## config.mk

```make
export PLATFORM = sky130hd
export DESIGN_NAME = ks_pipelined_subtractor_flat
export DESIGN_NICKNAME = d
export VERILOG_FILES = /design/src/rtl/ks_pipelined_subtractor_if.sv /design/src/rtl/ks_pipelined_subtractor.sv /design/src/flat_wrapper.sv
export SDC_FILE = /design/constraint.sdc
export NUM_CORES = 2
export LEC_CHECK = 0
export ABC_AREA = 0
export CORE_MARGIN = 8
export CORE_UTILIZATION = 30
export CTS_CLUSTER_DIAMETER = 100
export DETAILED_ROUTE_END_ITERATION = 8
export PLACE_DENSITY_LB_ADDON = 0.1
export SETUP_SLACK_MARGIN = 0.02
export SYNTH_ARGS = -nofsm -noshare
export SYNTH_HDL_FRONTEND = slang
export SYNTH_SLANG_ARGS = --single-unit
```

## constraint.sdc

```tcl
create_clock -name clk -period 1.5 [get_ports clk]
set_clock_uncertainty 0.05 [all_clocks]
set_input_delay 0.3 -clock clk [delete_from_list [all_inputs] [get_ports clk]]
set_output_delay 0.3 -clock clk [all_outputs]
set_load 0.03 [all_outputs]
```

## src/rtl/ks_pipelined_subtractor_if.sv

```systemverilog
// Operand/result handshake bundle for ks_pipelined_subtractor.
// The master drives operands and out_ready; the slave (the subtractor) returns the result.
interface ks_pipelined_subtractor_if #(
   parameter int N = 64
);
   logic         in_valid;
   logic         in_ready;
   logic [N-1:0] a;
   logic [N-1:0] b;
   logic         out_valid;
   logic         out_ready;
   logic [N-1:0] diff;
   logic         borrow;
   logic         overflow;
   logic         zero;

   modport master (
      output in_valid, a, b, out_ready,
      input  in_ready, out_valid, diff, borrow, overflow, zero
   );

   modport slave (
      input  in_valid, a, b, out_ready,
      output in_ready, out_valid, diff, borrow, overflow, zero
   );
endinterface

```

## src/rtl/ks_pipelined_subtractor.sv

```systemverilog
// Pipelined Kogge-Stone subtractor: diff = a + ~b + 1, one register per prefix level.
// A single global advance freezes every stage together, so bubbles are never compressed.
module ks_pipelined_subtractor #(
   parameter int N = 64
) (
   input  logic                   clk,
   input  logic                   rst_n,
   ks_pipelined_subtractor_if.slave bus
);
   localparam int L = $clog2(N);

   logic adv;

   logic [N-1:0] g_in;
   logic [N-1:0] p_in;

   // g_p[k]/p_p[k] hold the prefix terms after level k (k = 0 is the preprocess stage)
   logic [L:0][N-1:0]   g_d,  g_p;
   logic [L-1:0][N-1:0] p_d,  p_p;
   logic [L:0][N-1:0]   psum_d, psum_p;
   logic [L:0]          a_msb_d, a_msb_p;
   logic [L:0]          b_msb_d, b_msb_p;
   logic [L:0]          vld_d, vld_p;

   logic [N-1:0] carry;
   logic [N-1:0] diff_d;
   logic         borrow_d;
   logic         overflow_d;
   logic         zero_d;

   logic [N-1:0] diff_po;
   logic         out_valid_po;
   logic         borrow_po;
   logic         overflow_po;
   logic         zero_po;

   assign adv          = ~out_valid_po | bus.out_ready;
   assign bus.in_ready = adv;

   // S0: generate/propagate for a + ~b, carry-in of 1 folded into bit 0
   assign p_in = ~(bus.a ^ bus.b);
   assign g_in = (bus.a & ~bus.b) | {{(N-1){1'b0}}, p_in[0]};

   assign g_d[0]   = g_in;
   assign p_d[0]   = p_in;
   assign psum_d   = {psum_p[L-1:0], p_in};
   assign a_msb_d  = {a_msb_p[L-1:0], bus.a[N-1]};
   assign b_msb_d  = {b_msb_p[L-1:0], bus.b[N-1]};
   assign vld_d    = {vld_p[L-1:0], bus.in_valid};

   // S1..SL: black cell at every position; bits below the span see a zero shifted G
   for (genvar k = 1; k <= L; k++) begin : g_lvl
      localparam int D = 1 << (k - 1);
      assign g_d[k] = g_p[k-1] | (p_p[k-1] & {g_p[k-1][N-1-D:0], {D{1'b0}}});
      if (k < L) begin : g_prop
         assign p_d[k] = {p_p[k-1][N-1:D] & p_p[k-1][N-1-D:0], p_p[k-1][D-1:0]};
      end
   end

   // SO: carry into bit i is the group generate of bits [i-1:0]
   assign carry      = {g_p[L][N-2:0], 1'b1};
   assign diff_d     = psum_p[L] ^ carry;
   assign borrow_d   = ~g_p[L][N-1];
   assign overflow_d = (a_msb_p[L] ^ b_msb_p[L]) & (diff_d[N-1] ^ a_msb_p[L]);
   assign zero_d     = ~|diff_d;

   always_ff @(posedge clk or negedge rst_n) begin
      if (!rst_n) begin
         g_p          <= '0;
         p_p          <= '0;
         psum_p       <= '0;
         a_msb_p      <= '0;
         b_msb_p      <= '0;
         vld_p        <= '0;
         diff_po      <= '0;
         out_valid_po <= 1'b0;
         borrow_po    <= 1'b0;
         overflow_po  <= 1'b0;
         zero_po      <= 1'b0;
      end else if (adv) begin
         g_p          <= g_d;
         p_p          <= p_d;
         psum_p       <= psum_d;
         a_msb_p      <= a_msb_d;
         b_msb_p      <= b_msb_d;
         vld_p        <= vld_d;
         diff_po      <= diff_d;
         out_valid_po <= vld_p[L];
         borrow_po    <= borrow_d;
         overflow_po  <= overflow_d;
         zero_po      <= zero_d;
      end
   end

   assign bus.out_valid = out_valid_po;
   assign bus.diff      = diff_po;
   assign bus.borrow    = borrow_po;
   assign bus.overflow  = overflow_po;
   assign bus.zero      = zero_po;
endmodule

```

## src/flat_wrapper.sv

```systemverilog
// flat-port wrapper written by rule: the top's interface ports become plain ports
module ks_pipelined_subtractor_flat 
#(
   parameter int N = 64
)
  (clk, rst_n, bus_in_valid, bus_a, bus_b, bus_out_ready, bus_in_ready, bus_out_valid, bus_diff, bus_borrow, bus_overflow, bus_zero);
  ks_pipelined_subtractor_if #(.N(N)) bus_i ();
  input  logic clk;
  input  logic rst_n;
  input wire logic [$bits(bus_i.in_valid)-1:0] bus_in_valid;
  input wire logic [$bits(bus_i.a)-1:0] bus_a;
  input wire logic [$bits(bus_i.b)-1:0] bus_b;
  input wire logic [$bits(bus_i.out_ready)-1:0] bus_out_ready;
  output wire logic [$bits(bus_i.in_ready)-1:0] bus_in_ready;
  output wire logic [$bits(bus_i.out_valid)-1:0] bus_out_valid;
  output wire logic [$bits(bus_i.diff)-1:0] bus_diff;
  output wire logic [$bits(bus_i.borrow)-1:0] bus_borrow;
  output wire logic [$bits(bus_i.overflow)-1:0] bus_overflow;
  output wire logic [$bits(bus_i.zero)-1:0] bus_zero;
  assign bus_i.in_valid = bus_in_valid;
  assign bus_i.a = bus_a;
  assign bus_i.b = bus_b;
  assign bus_i.out_ready = bus_out_ready;
  assign bus_in_ready = bus_i.in_ready;
  assign bus_out_valid = bus_i.out_valid;
  assign bus_diff = bus_i.diff;
  assign bus_borrow = bus_i.borrow;
  assign bus_overflow = bus_i.overflow;
  assign bus_zero = bus_i.zero;
  ks_pipelined_subtractor #(.N(N)) u_core (.clk(clk), .rst_n(rst_n), .bus(bus_i));
endmodule
```

==> results_dict.tcl <==
set metrics [dict create \
    clock_sinks 1243 \
    rsz0062_at_grt "yes" \
    first_pass_iters 5 \
    clockBufferDepth 3 \
    area_growth_pct 31.10 \
    ant_nets 0 \
    dpl.hpwl_um 113500 \
    outcome "finished, violations left" \
    insertion_delay_ps 790 \
    insertedDiodeCount 0 \
    violations "setup timing" \
    finalPower_mw 137.2 \
    initial_utilization 0.3024 \
    yosysWarnings 0 \
    synth_cell_type_count 24 \
    via_count 37286 \
    drt_iter0_drc 2505 \
    power_frac_seq 0.432 \
    synth_area_leaders "dfrtp_1 (63%), nand2_1 (20%), a21oi_1 (3.9%), o21ai_0 (3.3%), nand3_1 (2.6%)" \
    synth_top_cell_by_area "dfrtp_1" \
    crit_arrival_ps 1700 \
    path_delay_family "flip-flops" \
    synth_ff_type "dfrtp_1" \
    critPathBufInv 4 \
    core_area_um2 162800 \
    hold_class "in2reg" \
    pin_count 201 \
    clk_pin_slew_ps 60 \
    multi_input_area_um2 17200 \
    overflow 0 \
    place_ws_ps -543.4 \
    cts-root-buf "clkbuf_16" \
    pwr-share-clk 0.265 \
    synth.top_cell.area_share 0.6320 \
    fin_ws_ps -551.3 \
    crit_path_cell_trace "nor2b_4 -> buf_12 -> inv_16 -> buf_12 -> buf_8" \
    numCtsBuffers 145 \
    period_share 1.368 \
    hold_viol 0 \
    grt_antenna_before_repair 0 \
    viasPerCell 4.559 \
    cts.htree.levels 4 \
    grt_pass1_vias 37407 \
    endpoint_kind "primary output" \
    async_flop_share 1.000 \
    portBuffers 200 \
    fmax_ghz 0.4875 \
    num_rows 148 \
    drc_errors 0 \
    drive_gt1_frac 0.1441 \
    slew_violations 0 \
    ir_drop_mv 1.368 \
    mappedNetlistNets 5592 \
    netlist_top_cells_count "nand2_1 (2624), dfrtp_1 (1243), a21oi_1 (385)" \
    grt_first_pass_wirelength_um 236400 \
    ys_seq_elements 1243 \
    routed_wl_um 160900 \
    max_cap_viol_count 0 \
    syn-mean-instance-area_um2 9.122 \
    die_w_um 421.1 \
    fillers 16490 \
    die_y_um 421.1 \
    yosysMostFrequentCell "nand2_1" \
    p_per_area_nw_per_um2 2126 \
    start_kind "register" \
    synthCells 5396 \
    path_max_fanout 2 \
    setup_viol 1265 \
    cp_data_required_time_ps 1150 \
    dieArea_um2 177300 \
    fin_setup_tns_ps -319580 \
    grt_max_degree 96 \
    swShare 0.3622 \
    cp_common_cell "buf_12" \
    slowest_delay_ps 390 \
    cts_tree "yes" \
    critPathSlowestCell "dfrtp_2" \
    slew_headroom 0.6636 \
    wire_per_inst_um 19.67 \
    nNetsFinal 6083 \
    pwr-share-comb 0.304 \
    worst_slew_pin_slew_ps 501.0 \
    synth_edf_count 0 \
    regArea_um2 31110 \
    post-route-min-period_ps 2051 \
    critPathKind "reg2out" \
    leakagePower_nw 32.13 \
    p_int_mw 87.51 \
    synth_area_um2 49220 \
    ys_seq_area_frac 0.6320 \
    power.switching_mw 49.69 \
    place.gp.congestion 0.8130 \
    grt.total_usage 0.1684 \
]
## power groups by stage
stage               clock, mW  sequential (mW)  combinational [mW]
floorplan                   0             54.8                18.8
global placement            0             59.4                36.5
detailed placement          0             59.7                37.0
CTS                      37.3             59.1                38.1
global route             38.7             60.7                46.3
finish                   36.3             59.2                41.7
## layer usage
metal | up-vias | wire, µm | GRT usage
met5 | - | 0 | 0
met4 | 0 | 3523 | 0.04273
met3 | 195 | 5717 | 0.02835
met2 | 570 | 73040 | 0.2555
met1 | 18199 | 78610 | 0.2496
li1 | 18322 | - | -
## through the flow
step / hold slack, ps / utilization / instance area (µm²) / cells
2_1_floorplan: -45.59 / - / 49440 / 5396
3_3_place_gp: 160.9 / 0.3477 / 56590 / 7786
3_5_place_dp: 161.2 / 0.3477 / 56590 / 7786
4_1_cts: 39.49 / 0.3806 / 61950 / 8087
5_1_grt: 71.39 / 0.3964 / 64530 / 8178
6_report: 100.9 / 0.3964 / 64530 / 8178
## layout by cell type, fill, tap and decap left out, types with 8 or more instances in the layout
master              n
nand2_1          2521
dfrtp_1          1242
a21oi_1           385
o21ai_0           322
nand3_1           226
buf_4             223
clkbuf_16         193
buf_12            159
clkdlybuf4s50_1   130
nor2_1             69
nand2_2            68
inv_1              64
ha_1               64
xnor2_1            50
clkbuf_8           44
clkbuf_1           39
nand2_4            35
nand3_2            31
buf_6              28
buf_16             17
nand4_1            15
xnor2_2            12
buf_8              12
clkinv_2           11
bufinv_16           8
## what timing repair did
| action | CTS | global route |
|---|---|---|
| setup endpoints to repair | 1087 | 1311 |
| gates cloned | 1 | 53 |
| hold endpoints to repair | 1244 | 0 |
| hold buffers | 3 | 0 |
| buffers inserted | 34 | 41 |
| pin swaps | 2 | 85 |
| gates resized for setup | 41 | 261 |
## worst register-to-register path: cells and delay by family (launching register included)
family / cells / cell delay, ps
and+or+nand+nor: 3 / 420
DFF: 1 / 350
buffers and inverters: 8 / 1010
## logic make-up (layout without fill, tap and decap cells)
logic type | Yosys count | after routing | synth area share
buffers and inverters | 341 | 948 | 0.03343
AO/OA/AOI/OAI | 710 | 710 | 0.07227
adder cells (fa/ha/maj) | 64 | 64 | 0.01627
AND/OR/NAND/NOR | 2975 | 2975 | 0.2349
flip-flops | 1243 | 1243 | 0.6320
XOR/XNOR | 63 | 63 | 0.01121
## area by class of cell
cell class / instances / area share
Clock buffer: 230 / 0.06901
Inverter: 65 / 0.004033
Timing Repair Buffer: 620 / 0.1290
Multi-Input combinational cell: 3812 / 0.2666
Sequential cell: 1243 / 0.4821
Clock inverter: 33 / 0.007213
Tap cell: 2175 / 0.04217
## worst paths after layout
| path | start | to | slack, ps | cells past startpoint |
|---|---|---|---|---|
| max in group asynchronous | rst_n | u_core.psum_d[138] | 270 | 3 |
| min in group asynchronous | rst_n | u_core.carry[63] | 260 | 3 |
| worst min register to register | u_core.psum_d[384] | u_core.psum_p[384] | 410 | 2 |
| worst max register to register | u_core.bus.out_valid | u_core.psum_d[336] | -440 | 11 |
| worst max-delay path | u_core.bus.out_valid | bus_in_ready | -550 | 5 |
| worst min-delay path | bus_a[63] | u_core.a_msb_p[0] | 100 | 3 |
## state kept, by name (all words and copies together) (netlist names), 7 cells and up
name and flops:
u_core.psum_d 320, u_core.bus.diff 64, u_core.carry 63, u_core.vld_p 7
u_core.a_msb_p 7, u_core.b_msb_p 7, u_core.g_p 385, u_core.psum_p 64
u_core.p_p 321
(Power assumes the default switching activity.)
